===== src/rtl/adxl362_pkg.sv =====
// Shared constants, register map helpers and FSM state type for the ADXL362 responder.
// ADXL_RESP_SOFT_RESET_EN makes 0x1F writable (soft-reset key register).
package adxl362_pkg;

  localparam logic [7:0] CMD_WR = 8'h0A;
  localparam logic [7:0] CMD_RD = 8'h0B;

  localparam logic [5:0] ADDR_DEVID_AD     = 6'h00;
  localparam logic [5:0] ADDR_DEVID_MST    = 6'h01;
  localparam logic [5:0] ADDR_PARTID       = 6'h02;
  localparam logic [5:0] ADDR_REVID        = 6'h03;
  localparam logic [5:0] ADDR_XDATA        = 6'h08;
  localparam logic [5:0] ADDR_YDATA        = 6'h09;
  localparam logic [5:0] ADDR_ZDATA        = 6'h0A;
  localparam logic [5:0] ADDR_STATUS       = 6'h0B;
  localparam logic [5:0] ADDR_XDATA_L      = 6'h0E;
  localparam logic [5:0] ADDR_XDATA_H      = 6'h0F;
  localparam logic [5:0] ADDR_YDATA_L      = 6'h10;
  localparam logic [5:0] ADDR_YDATA_H      = 6'h11;
  localparam logic [5:0] ADDR_ZDATA_L      = 6'h12;
  localparam logic [5:0] ADDR_ZDATA_H      = 6'h13;
  localparam logic [5:0] ADDR_SOFT_RESET   = 6'h1F;
  localparam logic [5:0] ADDR_WR_FIRST     = 6'h20;
  localparam logic [5:0] ADDR_FIFO_SAMPLES = 6'h28;
  localparam logic [5:0] ADDR_FILTER_CTL   = 6'h2C;
  localparam logic [5:0] ADDR_POWER_CTL    = 6'h2D;
  localparam logic [5:0] ADDR_WR_LAST      = 6'h2E;

  localparam logic [7:0] ID_DEVID_AD      = 8'hAD;
  localparam logic [7:0] ID_DEVID_MST     = 8'h1D;
  localparam logic [7:0] ID_PARTID        = 8'hF2;
  localparam logic [7:0] ID_REVID         = 8'h01;
  localparam logic [7:0] DEF_FIFO_SAMPLES = 8'h80;
  localparam logic [7:0] DEF_FILTER_CTL   = 8'h13;
  localparam logic [7:0] SOFT_RESET_KEY   = 8'h52;

  // Backing store covers 0x1F..0x2E; entry 0 stays 0 unless soft reset is built in.
  localparam int NUM_WREGS = 16;
  typedef logic [NUM_WREGS-1:0][7:0] wregs_t;

  typedef enum logic [2:0] {
    ST_IDLE, ST_CMD, ST_ADDR, ST_WDATA, ST_RDATA, ST_IGNORE
  } state_e;

  function automatic logic [3:0] wreg_idx(input logic [5:0] a);
    return 4'(a - ADDR_SOFT_RESET);
  endfunction

  function automatic wregs_t wreg_defaults();
    wregs_t r;
    r = '0;
    r[wreg_idx(ADDR_FIFO_SAMPLES)] = DEF_FIFO_SAMPLES;
    r[wreg_idx(ADDR_FILTER_CTL)]   = DEF_FILTER_CTL;
    return r;
  endfunction

  localparam wregs_t WREG_DEFAULTS = wreg_defaults();

  function automatic logic wreg_writable(input logic [5:0] a);
`ifdef ADXL_RESP_SOFT_RESET_EN
    return (a >= ADDR_SOFT_RESET) && (a <= ADDR_WR_LAST);
`else
    return (a >= ADDR_WR_FIRST) && (a <= ADDR_WR_LAST);
`endif
  endfunction

endpackage


===== src/rtl/spi_edge_sync.sv =====
// Multi-flop synchronizer with rise/fall detection on the synchronized level.
module spi_edge_sync #(
  parameter int   STAGES  = 2,
  parameter logic RST_VAL = 1'b0
) (
  input  logic clk_i,
  input  logic rst_i,
  input  logic d_i,
  output logic level_o,
  output logic rise_o,
  output logic fall_o
);

  logic [STAGES-1:0] sync_q;
  logic              prev_q;

  always_ff @(posedge clk_i) begin
    if (rst_i) begin
      sync_q <= {STAGES{RST_VAL}};
      prev_q <= RST_VAL;
    end else begin
      sync_q <= (sync_q << 1) | STAGES'(d_i);
      prev_q <= sync_q[STAGES-1];
    end
  end

  assign level_o = sync_q[STAGES-1];
  assign rise_o  = sync_q[STAGES-1] & ~prev_q;
  assign fall_o  = ~sync_q[STAGES-1] & prev_q;

endmodule


===== src/rtl/adxl362_spi_responder.sv =====
// SPI mode-0 responder emulating the ADXL362 register interface (0x0A write, 0x0B read).
// Optional ADXL_RESP_SOFT_RESET_EN: writing 0x52 to 0x1F restores writable registers.
module adxl362_spi_responder
  import adxl362_pkg::*;
#(
  parameter int SYNC_STAGES = 2
) (
  input  logic        i_clk,
  input  logic        i_rst,
  input  logic        i_sclk,
  input  logic        i_cs_n,
  input  logic        i_mosi,
  output logic        o_miso,
  input  logic [15:0] i_xdata,
  input  logic [15:0] i_ydata,
  input  logic [15:0] i_zdata,
  input  logic        i_sample_valid,
  output logic [7:0]  o_power_ctl,
  output logic [7:0]  o_filter_ctl,
  output logic        o_measure,
  output logic        o_wr_valid,
  output logic [5:0]  o_wr_addr,
  output logic [7:0]  o_wr_data
);

  logic sclk_lvl, sclk_rise, sclk_fall;
  logic cs_lvl, cs_rise, cs_fall;
  logic mosi_lvl, mosi_rise, mosi_fall;
  logic sync_unused;

  spi_edge_sync #(.STAGES(SYNC_STAGES), .RST_VAL(1'b0)) u_sync_sclk (
    .clk_i(i_clk), .rst_i(i_rst), .d_i(i_sclk),
    .level_o(sclk_lvl), .rise_o(sclk_rise), .fall_o(sclk_fall)
  );

  // CS_n resets low so a frame already in progress at reset yields no falling edge.
  spi_edge_sync #(.STAGES(SYNC_STAGES), .RST_VAL(1'b0)) u_sync_cs (
    .clk_i(i_clk), .rst_i(i_rst), .d_i(i_cs_n),
    .level_o(cs_lvl), .rise_o(cs_rise), .fall_o(cs_fall)
  );

  spi_edge_sync #(.STAGES(SYNC_STAGES), .RST_VAL(1'b0)) u_sync_mosi (
    .clk_i(i_clk), .rst_i(i_rst), .d_i(i_mosi),
    .level_o(mosi_lvl), .rise_o(mosi_rise), .fall_o(mosi_fall)
  );

  assign sync_unused = ^{sclk_lvl, cs_lvl, mosi_rise, mosi_fall};

  state_e      state_q, state_d;
  logic [2:0]  bit_cnt_q, bit_cnt_d;
  logic [6:0]  shift_q, shift_d;
  logic [5:0]  addr_q, addr_d;
  logic        rd_cmd_q, rd_cmd_d;
  logic [7:0]  tx_q, tx_d;
  logic        rd_hit_q, rd_hit_d;
  logic        dr_q, dr_d;
  logic [15:0] snap_x_q, snap_x_d, snap_y_q, snap_y_d, snap_z_q, snap_z_d;
  wregs_t      wregs_q, wregs_d;
  logic        wr_valid_q, wr_valid_d;
  logic [5:0]  wr_addr_q, wr_addr_d;
  logic [7:0]  wr_data_q, wr_data_d;
`ifdef ADXL_RESP_SOFT_RESET_EN
  logic        soft_pend_q, soft_pend_d;
`endif

  logic [7:0]  byte_in;
  logic        byte_done;
  logic [5:0]  rd_addr;
  logic [7:0]  rd_byte;

  assign byte_in   = {shift_q, mosi_lvl};
  assign byte_done = sclk_rise && (bit_cnt_q == 3'd7);
  // Address of the byte to preload: the one just received, or the next sequential one.
  assign rd_addr   = (state_q == ST_ADDR) ? byte_in[5:0] : addr_q + 6'd1;

  always_comb begin
    rd_byte = 8'h00;
    case (rd_addr)
      ADDR_DEVID_AD:  rd_byte = ID_DEVID_AD;
      ADDR_DEVID_MST: rd_byte = ID_DEVID_MST;
      ADDR_PARTID:    rd_byte = ID_PARTID;
      ADDR_REVID:     rd_byte = ID_REVID;
      ADDR_XDATA:     rd_byte = snap_x_q[15:8];
      ADDR_YDATA:     rd_byte = snap_y_q[15:8];
      ADDR_ZDATA:     rd_byte = snap_z_q[15:8];
      ADDR_STATUS:    rd_byte = {7'd0, dr_q};
      ADDR_XDATA_L:   rd_byte = snap_x_q[7:0];
      ADDR_XDATA_H:   rd_byte = snap_x_q[15:8];
      ADDR_YDATA_L:   rd_byte = snap_y_q[7:0];
      ADDR_YDATA_H:   rd_byte = snap_y_q[15:8];
      ADDR_ZDATA_L:   rd_byte = snap_z_q[7:0];
      ADDR_ZDATA_H:   rd_byte = snap_z_q[15:8];
      default: if (wreg_writable(rd_addr)) rd_byte = wregs_q[wreg_idx(rd_addr)];
    endcase
  end

  always_comb begin
    state_d    = state_q;
    bit_cnt_d  = bit_cnt_q;
    shift_d    = shift_q;
    addr_d     = addr_q;
    rd_cmd_d   = rd_cmd_q;
    tx_d       = tx_q;
    rd_hit_d   = rd_hit_q;
    dr_d       = dr_q;
    snap_x_d   = snap_x_q;
    snap_y_d   = snap_y_q;
    snap_z_d   = snap_z_q;
    wregs_d    = wregs_q;
    wr_valid_d = 1'b0;
    wr_addr_d  = wr_addr_q;
    wr_data_d  = wr_data_q;
`ifdef ADXL_RESP_SOFT_RESET_EN
    soft_pend_d = 1'b0;
    if (soft_pend_q) wregs_d = WREG_DEFAULTS;
`endif

    if (sclk_rise && state_q != ST_IDLE) begin
      shift_d   = byte_in[6:0];
      bit_cnt_d = bit_cnt_q + 3'd1;
    end
    // The fall right after a byte load keeps the freshly loaded MSB on the line.
    if (sclk_fall && state_q == ST_RDATA && bit_cnt_q != 3'd0) tx_d = {tx_q[6:0], 1'b0};
    if (sclk_rise && state_q == ST_RDATA && addr_q >= ADDR_XDATA_L && addr_q <= ADDR_ZDATA_H)
      rd_hit_d = 1'b1;

    if (byte_done) begin
      case (state_q)
        ST_CMD: begin
          if (byte_in == CMD_WR || byte_in == CMD_RD) begin
            state_d  = ST_ADDR;
            rd_cmd_d = (byte_in == CMD_RD);
          end else begin
            state_d = ST_IGNORE;
          end
        end
        ST_ADDR: begin
          addr_d = byte_in[5:0];
          if (rd_cmd_q) begin
            state_d = ST_RDATA;
            tx_d    = rd_byte;
          end else begin
            state_d = ST_WDATA;
          end
        end
        ST_WDATA: begin
          if (wreg_writable(addr_q)) begin
            wregs_d[wreg_idx(addr_q)] = byte_in;
            wr_valid_d = 1'b1;
            wr_addr_d  = addr_q;
            wr_data_d  = byte_in;
`ifdef ADXL_RESP_SOFT_RESET_EN
            if (addr_q == ADDR_SOFT_RESET && byte_in == SOFT_RESET_KEY) soft_pend_d = 1'b1;
`endif
          end
          addr_d = addr_q + 6'd1;
        end
        ST_RDATA: begin
          addr_d = addr_q + 6'd1;
          tx_d   = rd_byte;
        end
        default: ;
      endcase
    end

    if (cs_fall) begin
      snap_x_d = i_xdata;
      snap_y_d = i_ydata;
      snap_z_d = i_zdata;
      rd_hit_d = 1'b0;
      if (state_q == ST_IDLE) begin
        state_d   = ST_CMD;
        bit_cnt_d = 3'd0;
      end
    end
    if (cs_rise) begin
      state_d   = ST_IDLE;
      bit_cnt_d = 3'd0;
      if (rd_hit_q) dr_d = 1'b0;
    end
    if (i_sample_valid) dr_d = 1'b1;
  end

  always_ff @(posedge i_clk) begin
    if (i_rst) begin
      state_q    <= ST_IDLE;
      bit_cnt_q  <= 3'd0;
      shift_q    <= 7'd0;
      addr_q     <= 6'd0;
      rd_cmd_q   <= 1'b0;
      tx_q       <= 8'd0;
      rd_hit_q   <= 1'b0;
      dr_q       <= 1'b0;
      snap_x_q   <= 16'd0;
      snap_y_q   <= 16'd0;
      snap_z_q   <= 16'd0;
      wregs_q    <= WREG_DEFAULTS;
      wr_valid_q <= 1'b0;
      wr_addr_q  <= 6'd0;
      wr_data_q  <= 8'd0;
`ifdef ADXL_RESP_SOFT_RESET_EN
      soft_pend_q <= 1'b0;
`endif
    end else begin
      state_q    <= state_d;
      bit_cnt_q  <= bit_cnt_d;
      shift_q    <= shift_d;
      addr_q     <= addr_d;
      rd_cmd_q   <= rd_cmd_d;
      tx_q       <= tx_d;
      rd_hit_q   <= rd_hit_d;
      dr_q       <= dr_d;
      snap_x_q   <= snap_x_d;
      snap_y_q   <= snap_y_d;
      snap_z_q   <= snap_z_d;
      wregs_q    <= wregs_d;
      wr_valid_q <= wr_valid_d;
      wr_addr_q  <= wr_addr_d;
      wr_data_q  <= wr_data_d;
`ifdef ADXL_RESP_SOFT_RESET_EN
      soft_pend_q <= soft_pend_d;
`endif
    end
  end

  assign o_miso       = (state_q == ST_RDATA) ? tx_q[7] : 1'b0;
  assign o_power_ctl  = wregs_q[wreg_idx(ADDR_POWER_CTL)];
  assign o_filter_ctl = wregs_q[wreg_idx(ADDR_FILTER_CTL)];
  assign o_measure    = (o_power_ctl[1:0] == 2'b10);
  assign o_wr_valid   = wr_valid_q;
  assign o_wr_addr    = wr_addr_q;
  assign o_wr_data    = wr_data_q;

endmodule

===== config.mk =====
export PLATFORM = sky130hd
export DESIGN_NAME = adxl362_spi_responder
export DESIGN_NICKNAME = d
export VERILOG_FILES = /design/src/rtl/adxl362_pkg.sv /design/src/rtl/spi_edge_sync.sv /design/src/rtl/adxl362_spi_responder.sv
export SDC_FILE = /design/constraint.sdc
export NUM_CORES = 1
export LEC_CHECK = 0
export CORE_MARGIN = 2
export CORE_UTILIZATION = 30
export CTS_CLUSTER_SIZE = 10
export DETAILED_ROUTE_END_ITERATION = 8
export GPL_TIMING_DRIVEN = 0
export HOLD_SLACK_MARGIN = 0.15
export MAX_ROUTING_LAYER = met4
export PLACE_DENSITY = 0.47
export SKIP_LAST_GASP = 1
export SLEW_MARGIN = 5
export SYNTH_ARGS = -nofsm -noshare
export SYNTH_HDL_FRONTEND = slang
export SYNTH_SLANG_ARGS = --single-unit

===== constraint.sdc =====
create_clock -name i_clk -period 6.9 [get_ports i_clk]
set_clock_uncertainty 0.1 [all_clocks]
set_input_delay 0.69 -clock i_clk [delete_from_list [all_inputs] [get_ports i_clk]]
set_output_delay 0.69 -clock i_clk [all_outputs]
set_load 0.05 [all_outputs]

==> summary.txt, run 1 <==
Status = finished clean
Synth Flop Type = dfxtp_1
# rows = 70
FFs w/ async S/R, synth = 0%
Top sig layer = met4
Final TNS setup = 0 ns
Sequential share of the synthesized area = 41.8%
H-tree levels = 1
WL met3 = 1730 µm
Post-CTS setup buffers = 0
CP Max Fanout = 10
Kind of critical path = flip-flop to flip-flop
Vias per cell = 5.06
Initial Util = 30.2%
Crit path DAT = 4.70 ns
Global route total overflow = 0
Minimum hold slack = 0.351 ns
First DRT Iteration DRCs = 538
Initial antenna violation count = 0
Tmin final = 4.44 ns
PostCTS Resize Cnt = 0
GR Util All Layers = 19.4%
Final nets = 1,358
Min-Delay Path Class = flip-flop to flip-flop
Setup crit end kind = flip-flop
Via count = 8,973
Fillcell total = 3,745
Yosys warnings = 0
CTS Buf Count = 28
CTS Buffer Depth = 3
Hold Buf Count CTS = 0
DRT met1 WL = 16,600 µm
Synth Register Bits = 229
Syn Area/Cell = 9.30 µm²
Static Leakage = 4.55 nW
Worst setup SP type = flip-flop
Unique masters post-synth = 87
Metal2 WL = 17,200 µm
Root buf cell = clkbuf_16
First drt pass iteration count = 5
Syn nets = 1,243
Cell Area, Synth = 11,000 µm²
Core area = 36,300 µm²
Clock-pin transition on the worst setup and hold timing paths = 0.05 ns
Routed WL = 36,300 µm
Detail Placement HPWL = 26,300 µm
Share of layout cells above drive strength 1 = 10.5%
Area Overhead vs Synth = 20.6%
TritonCTS Sinks = 229
Max rail drop VDD = 171 µV
Final Setup Violations = 0
PortBufs = 85
Max frequency = 0.225 GHz
PD cells = 210 nW/µm²
Largest net degree at the start of global routing = 14
# diodes = 0
Reg area = 4580 µm²
Cells after Synth = 1,180
Drt wl/cell = 20.5 µm
Post-synth EDFFs = 0
Chip Width = 195 µm
Antenna Nets Post-Route = 0
Fin. Hold Viols = 0
Vias in the first global route = 8,891
Critical Path RT = 7.17 ns
Die Footprint = 38,100 µm²
Slew Limit Headroom = 18.0%
Max cap viols = 0
I/O pins = 87
Unrepaired setup endpoints after global routing = no
Multi-input logic area = 5810 µm²
Final Max Slew Viols = 0
TritonCTS clock tree = done
DRC Markers = 0
Die height = 195 µm
Fin crit share = 64.3%
RePlAce Congestion = 0.849
Worst Tran Pin Value = 1.23 ns
First-pass GRT wire length = 55,100 µm
Clk_lat worst skew = 0.55 ns
==> synth_stat cells (all sizes together) (13+ instances only) <==
master	n	area, µm²
mux2i	163	1640
clkbuf	58	218
mux4	21	499
nor2	184	723
nand2	131	492
a211oi	14	105
buf	48	319
nor2b	22	138
nand3	18	95.1
a21oi	77	397
o21ai	15	78.8
mux2	13	146
dfxtp	229	4580
==> where the power goes <==
part | internal (mW) | switching [mW] | leakage (nW)
Clock | 0.817 | 0.546 | 0.403
Combinational | 0.0367 | 0.0496 | 2.30
Sequential | 1.33 | 0.00484 | 1.85
Total | 2.18 | 0.600 | 4.55
==> cells in the final DEF (no fill, tap or decap), types with 4 or more instances in the layout <==
master	count
nor3_1	8
buf_4	19
a22oi_1	6
o31ai_1	6
inv_1	11
a21oi_1	74
a32oi_1	7
mux4_1	7
nand3_1	17
o211ai_1	8
o221ai_1	4
nor2_2	13
a211o_1	7
nand2b_1	11
a211oi_1	14
buf_2	14
ha_1	9
clkdlybuf4s50_1	85
a221oi_2	4
dfxtp_1	229
and3_1	4
buf_1	10
xnor2_1	4
o21ai_0	11
clkbuf_1	63
mux2i_1	162
a21o_1	11
mux2_2	13
nor2_1	171
clkbuf_16	29
a221oi_1	4
mux4_2	14
nor2b_1	22
and2_1	4
o22ai_1	6
nand2_1	131
==> state kept, by name (all words and copies together) (netlist names), 6 cells and up <==
name          flops
snap_z_q         16
wregs_q         112
addr_q            6
shift_q           7
o_wr_data         8
o_wr_addr         6
tx_q              8
o_power_ctl       8
snap_y_q         16
o_filter_ctl      8
snap_x_q         16
==> final cells by class <==
type	count	share of cell area, %
plain buffers	106	4.06
clock buffers	37	5.94
clock inverters	2	0.293
inverters	11	0.312
multi-input cells	834	43.9
flip-flops and latches	229	34.6
well taps	468	4.43
repair buffers	85	6.43
==> kinds of logic (layout without fill, tap and decap cells) <==
family / Yosys count / in the layout / synth area share, %
AO/OA/AOI/OAI: 209 / 209 / 13.6
adder cells (fa/ha/maj): 9 / 9 / 1.03
buffers and inverters: 117 / 241 / 5.27
AND/OR/NAND/NOR: 412 / 412 / 16.8
multiplexers: 197 / 197 / 20.9
flip-flops: 229 / 229 / 41.8
XOR/XNOR: 7 / 7 / 0.627
==> critical path, stage by stage, from the launching register on <==
cell and delay [ns]:
dfxtp_1 0.42, buf_2 0.28, clkbuf_1 0.43, inv_1 0.20, ha_1 0.46, nor2b_1 0.21, xnor2_1 0.38, a21o_1 0.18
buf_2 0.24, buf_4 0.26, mux4_2 0.35, mux2_2 0.32, o211ai_1 0.32, a221oi_2 0.09
==> per-stage QoR <==
step / power [mW] / instance area, µm² / utilization (%) / instances / worst slack, ns
3_3_place_gp: 1.45 / 12400 / 34.1 / 1733 / 2.47
4_1_cts: 2.82 / 13200 / 36.4 / 1772 / 2.46
6_report: 2.78 / 13200 / 36.4 / 1772 / 2.46
3_5_place_dp: 1.45 / 12400 / 34.1 / 1733 / 2.52
2_1_floorplan: 1.40 / 11000 / - / 1180 / 3.60
5_1_grt: 2.87 / 13200 / 36.4 / 1772 / 2.19
==> per-layer routing <==
metal,global-route usage [%],up-vias
li1,-,4385
met4,4.89,0
met1,25.2,4330
met3,2.75,53
met2,32.0,205
met5,-,-
==> worst paths after layout <==
| kind | startpoint | to | slack (ns) | depth (start not counted) |
|---|---|---|---|---|
| worst max-delay path | addr_q[0]$_SDFFE_PP0P_ | tx_q[2]$_SDFF_PP0_ | 2.46 | 13 |
| worst min-delay path | u_sync_cs.sync_q[0]$_SDFF_PP0_ | u_sync_cs.sync_q[1]$_SDFF_PP0_ | 0.35 | 1 |
| worst max register to register | addr_q[0]$_SDFFE_PP0P_ | tx_q[2]$_SDFF_PP0_ | 2.46 | 13 |
| worst min register to register | u_sync_cs.sync_q[0]$_SDFF_PP0_ | u_sync_cs.sync_q[1]$_SDFF_PP0_ | 0.35 | 1 |
Note: power is estimated with default switching activity, not from simulation.
==> inputs of run 2 (changes only) <==
==> constraint.sdc (replaced) <==
create_clock -name i_clk -period 4.18 [get_ports i_clk]
set_clock_uncertainty 0.1 [all_clocks]
set_input_delay 0.418 -clock i_clk [delete_from_list [all_inputs] [get_ports i_clk]]
set_output_delay 0.418 -clock i_clk [all_outputs]
set_load 0.05 [all_outputs]
==> run 2 against run 1 <==
Against the previous run:
- core utilization grew 0.052 points
- first-iteration DRC count grew 1.1%
- count of clock-buffer cells in the layout is the same
- fmax grew 12%
- cell area grew 0.14%
- critical path depth is the same
- die area is the same
- wire length grew 0.10%
- global-route usage is essentially flat
- sequential cell count is the same
- largest power group unchanged
- highest routed layer unchanged
==> summary.txt, run 2 (synthesized netlist as in run 1, its figures left out) <==
Status = finished clean
Via count = 8,999
Final Setup Violations = 0
Final nets = 1,358
Clock-pin transition on the worst setup and hold timing paths = 0.05 ns
I/O pins = 87
Static Leakage = 4.55 nW
Setup crit end kind = flip-flop
CP dominant cell by count = clkbuf_4
RePlAce Congestion = 0.849
Max rail drop VDD = 282 µV
CTS Buffer Depth = 3
Hold path endpoint = snap_z_q[13]$_SDFFE_PP0P_
Leading cell type in the layout, fill and taps excluded = dfxtp_1
Max cap viols = 0
# rows = 70
Global route total overflow = 0
Worst setup SP type = flip-flop
Final Max Slew Viols = 0
First drt pass iteration count = 5
Post-CTS setup buffers = 0
Largest register FFs = 112
Antenna Nets Post-Route = 0
Critical Path RT = 4.45 ns
Largest net degree at the start of global routing = 14
Tmin final = 3.97 ns
Hold Buf Count CTS = 0
Detail Placement HPWL = 26,300 µm
Fin crit share = 94.9%
TritonCTS clock tree = done
Clk_lat worst skew = 0.55 ns
H-tree levels = 1
Initial antenna violation count = 0
Die height = 195 µm
Unrepaired setup endpoints after global routing = no
Final core occ = 36.5%
Max frequency = 0.252 GHz
CP max stage cell = ha_2
CP Max Fanout = 10
Cell Count, Final, Fillers Out = 1,772
Inst Count DP = 1,733
Final TNS setup = 0 ns
Kind of critical path = flip-flop to flip-flop
Worst Tran Pin Value = 1.26 ns
First DRT Iteration DRCs = 544
Vias in the first global route = 8,893
Most frequent cells in the layout = dfxtp_1 (229), nor2_1 (171), mux2i_1 (162)
Total Power = 4.60 mW
TritonCTS Sinks = 229
DRC Markers = 0
PortBufs = 85
Worst-case reg-to-reg path depth = 13
WP buf/inv = 5
CP cell instances = clkbuf_4, clkbuf_4, inv_1, ha_2, nor2b_2, xnor2_2, a21o_1, buf_2, buf_4, mux4_2, mux2_2, o211ai_1, a221oi_2
CTS Buf Count = 28
Area Overhead vs Synth = 20.8%
Max stage delay on crit path = 0.44 ns
Core area = 36,300 µm²
PD cells = 347 nW/µm²
Share of layout cells above drive strength 1 = 10.8%
Critical R2R Launch = addr_q[0]$_SDFFE_PP0P_
Drt wl/cell = 20.5 µm
Crit path DAT = 4.23 ns
Vias per cell = 5.08
Root buf cell = clkbuf_16
Reg2reg setup slack = 0.21 ns
Hold path depth = 3
Routed WL = 36,400 µm
Minimum hold slack = 0.331 ns
Initial Util = 30.2%
Fin. Hold Viols = 0
Crit path launch = addr_q[0]$_SDFFE_PP0P_
Min-Delay Path Class = input pin to flip-flop
Slew Limit Headroom = 15.9%
GR Util All Layers = 19.4%
Chip Width = 195 µm
Top cell family by delay on the critical path = buffers and inverters
# diodes = 0
Biggest register = wregs_q
Hold path startpoint = i_zdata[13]
First-pass GRT wire length = 55,100 µm
Die Footprint = 38,100 µm²
RR Endpoint = tx_q[3]$_SDFF_PP0_
## run 2: worst register-to-register path, stage by stage, from the launching register on
cell and delay [ns]:
dfxtp_1 0.42, clkbuf_4 0.27, clkbuf_4 0.24, inv_1 0.12, ha_2 0.44, nor2b_2 0.25, xnor2_2 0.18, a21o_1 0.16
buf_2 0.25, buf_4 0.27, mux4_2 0.34, mux2_2 0.33, o211ai_1 0.33, a221oi_2 0.10
## run 2: worst max-delay path by stage
stage                    endpoint  cells past startpoint
2_1_floorplan  tx_q[2]$_SDFF_PP0_                     13
3_3_place_gp   tx_q[2]$_SDFF_PP0_                     13
3_5_place_dp   tx_q[2]$_SDFF_PP0_                     13
4_1_cts        tx_q[2]$_SDFF_PP0_                     13
5_1_grt        tx_q[1]$_SDFF_PP0_                     13
6_report       tx_q[3]$_SDFF_PP0_                     13
## run 2: power by group
part           switching, mW  internal [mW]  total [mW]
Clock                  0.900           1.35        2.25
Combinational         0.0817         0.0607       0.142
Sequential           0.00803           2.20        2.21
Total                  0.990           3.61        4.60
## run 2: layout make-up
| cell class | count | area, µm² |
|---|---|---|
| fill | 3743 | 23100 |
| multi-input combinational | 834 | 5820 |
| sequential | 229 | 4580 |
| timing repair buffer | 85 | 851 |
| clock buffer | 37 | 786 |
| tap | 468 | 586 |
| buffer | 106 | 543 |
| inverter | 11 | 41.3 |
| clock inverter | 2 | 38.8 |
## run 2: layer usage
layer	GRT usage [%]	wire length (µm)	vias up	share of wire [%]
met5	-	0	-	0
met4	4.89	747	0	2.1
met3	2.75	1610	52	4.4
met2	32.0	17200	174	47
met1	25.2	16800	4387	46
li1	-	-	4386	-
## run 2: through the flow
step / cell area, µm² / worst slack [ns]
after global placement: 12400 / -0.248
after floorplan: 11000 / 0.878
after global routing: 13300 / 0.00708
after CTS: 13200 / 0.0468
final: 13300 / 0.212
after detailed placement: 12400 / -0.200
## run 2: what timing repair did
item	4_1_cts	5_1_grt
endpoints found under the setup margin	5	4
pin swaps	0	1
gates resized for setup	3	4
==> inputs of run 3 (changes only) <==
--- a/config.mk
+++ b/config.mk
@@ -12,7 +12,8 @@
 export GPL_TIMING_DRIVEN = 0
 export HOLD_SLACK_MARGIN = 0.15
 export MAX_ROUTING_LAYER = met4
-export PLACE_DENSITY = 0.47
+export PLACE_DENSITY = 0.48
+export RECOVER_POWER = 25
 export SKIP_LAST_GASP = 1
 export SLEW_MARGIN = 5
 export SYNTH_ARGS = -nofsm -noshare
==> constraint.sdc (replaced) <==
create_clock -name i_clk -period 3.5 [get_ports i_clk]
set_clock_uncertainty 0.1 [all_clocks]
set_input_delay 0.35 -clock i_clk [delete_from_list [all_inputs] [get_ports i_clk]]
set_output_delay 0.35 -clock i_clk [all_outputs]
set_load 0.05 [all_outputs]
==> run 3 against run 2 <==
Against the previous run:
- via count hardly changed
- first-iteration DRC count grew 9.4%
- setup slack worse by 0.13 ns
- global-route usage shrank 0.13 points
- total power is 17% higher
- cell area grew 0.81%
- sequential cell count is the same
- register-to-register slack got worse by 0.13 ns
- sequential share of layout area shrank 0.24 points
- critical path type unchanged
- largest cell class unchanged
- highest routed layer unchanged
==> summary.txt, run 3 (synthesized netlist as in run 1, its figures left out) <==
Hold path endpoint = u_sync_cs.sync_q[0]$_SDFF_PP0_
Fillcell total = 3,747
RePlAce Congestion = 0.865
PortBufs = 85
GR Util All Layers = 19.3%
Post-route setup slack = 0.0812 ns
Max cap viols = 0
Minimum hold slack = 0.265 ns
Fin. Hold Viols = 0
Unrepaired setup endpoints after global routing = yes
Vias per cell = 5.06
Reg2reg setup slack = 0.08 ns
Routed WL = 36,300 µm
Global route total overflow = 0
Detail Placement HPWL = 26,200 µm
Die Footprint = 38,100 µm²
PD cells = 402 nW/µm²
TritonCTS clock tree = done
Crit path DAT = 3.69 ns
Hold path startpoint = i_cs_n
Largest register FFs = 112
Chip Width = 195 µm
Max rail drop VDD = 337 µV
Final Setup Violations = 0
Initial Util = 30.2%
Tmin final = 3.42 ns
Worst slack at placement = -0.936 ns
Setup crit end kind = flip-flop
Drt wl/cell = 20.4 µm
First drt pass iteration count = 5
Largest net degree at the start of global routing = 14
Vias in the first global route = 8,834
Min-Delay Path Class = input pin to flip-flop
CP Max Fanout = 10
Root buf cell = clkbuf_16
I/O pins = 87
CTS Buf Count = 28
Antenna Nets Post-Route = 0
Max frequency = 0.293 GHz
Critical Path RT = 3.77 ns
Worst-case reg-to-reg path depth = 13
Share of layout cells above drive strength 1 = 11.5%
Clock-pin transition on the worst setup and hold timing paths = 0.06 ns
Final core occ = 36.8%
Total Power = 5.37 mW
Clk_lat worst skew = 0.55 ns
Final nets = 1,364
Hold path depth = 2
Fin crit share = 97.7%
CTS Buffer Depth = 3
First-pass GRT wire length = 54,900 µm
First DRT Iteration DRCs = 595
Status = finished clean
# rows = 70
Kind of critical path = flip-flop to flip-flop
Core area = 36,300 µm²
Critical R2R Launch = addr_q[0]$_SDFFE_PP0P_
H-tree levels = 1
Static Leakage = 4.59 nW
# diodes = 0
Worst Tran Pin Value = 1.31 ns
Area Overhead vs Synth = 21.8%
DRC Markers = 0
Leading cell type in the layout, fill and taps excluded = dfxtp_1
Biggest register = wregs_q
Slew Limit Headroom = 12.2%
Initial antenna violation count = 0
Worst setup SP type = flip-flop
Via count = 9,004
TritonCTS Sinks = 229
Most frequent cells in the layout = dfxtp_1 (227), nor2_1 (171), mux2i_1 (162)
Die height = 195 µm
RR Endpoint = tx_q[2]$_SDFF_PP0_
Final Max Slew Viols = 0
-- run 3: cell count changes in the layout (fill, tap and decap cells not counted), moves of 2 or more --
cell      previous run  this run
nor2_2              13         8
buf_2               13        10
clkbuf_1            62        65
dfxtp_1            229       227
buf_1               10         8
buf_8                1         4
nor2_4               0         5
clkbuf_8             3         1
buf_4               19        24
clkinv_2             0         2
-- run 3: worst max path at each step --
stage / to / slack, ns / startpoint / cells past startpoint
2_1_floorplan: tx_q[2]$_SDFF_PP0_ / 0.20 / addr_q[0]$_SDFFE_PP0P_ / 13
3_3_place_gp: tx_q[2]$_SDFF_PP0_ / -0.96 / addr_q[0]$_SDFFE_PP0P_ / 13
3_5_place_dp: tx_q[2]$_SDFF_PP0_ / -0.94 / addr_q[0]$_SDFFE_PP0P_ / 13
4_1_cts: tx_q[2]$_SDFF_PP0_ / 0.02 / addr_q[0]$_SDFFE_PP0P_ / 13
5_1_grt: wregs_q[73]$_SDFFE_PP0P_ / -0.09 / bit_cnt_q[0]$_SDFF_PP0_ / 10
6_report: tx_q[2]$_SDFF_PP0_ / 0.08 / addr_q[0]$_SDFFE_PP0P_ / 13
-- run 3: metrics by stage --
stage / setup TNS, ns / area (µm²) / std cells
floorplan: 0 / 11000 / 1180
global placement: -6.30 / 12400 / 1733
detailed placement: -6.05 / 12400 / 1733
CTS: 0 / 13300 / 1773
global route: -2.55 / 13400 / 1779
finish: 0 / 13400 / 1779
-- run 3: routing by layer --
layer	GRT usage [%]	wire [µm]
met1	24.6	16400
met2	32.4	17400
met4	4.81	858
met3	2.64	1640
met5	-	0
-- run 3: power by group --
group | switching (mW) | internal [mW] | total (mW)
Clock | 1.07 | 1.50 | 2.57
Combinational | 0.0965 | 0.0724 | 0.169
Sequential | 0.00970 | 2.62 | 2.63
-- run 3: final cells by class --
cell class / count / area [µm²] / area share, %
multi-input combinational: 834 / 5880 / 44.0
sequential: 229 / 4590 / 34.4
timing repair buffer: 91 / 896 / 6.71
clock buffer: 37 / 766 / 5.73
tap: 468 / 586 / 4.38
buffer: 106 / 578 / 4.33
inverter: 11 / 45.0 / 0.337
clock inverter: 3 / 18.8 / 0.141
-- run 3: timing repair --
item                                    4_1_cts  5_1_grt
resized for setup                            17       15
setup buffers                                 0        6
pin swaps                                     1        3
endpoints found under the setup margin        8       75
hold endpoints to repair                      0        0
hold buffers                                  0        0
-- run 3: worst max-delay path: stages (launching register included) --
cell,delay [ns]
dfxtp_4,0.38
buf_8,0.15
buf_8,0.16
clkinvlp_4,0.14
ha_4,0.34
nor2b_4,0.18
xnor2_2,0.17
a21o_1,0.18
buf_6,0.15
buf_8,0.17
mux4_2,0.34
mux2_2,0.32
o211ai_1,0.34
a221oi_2,0.09
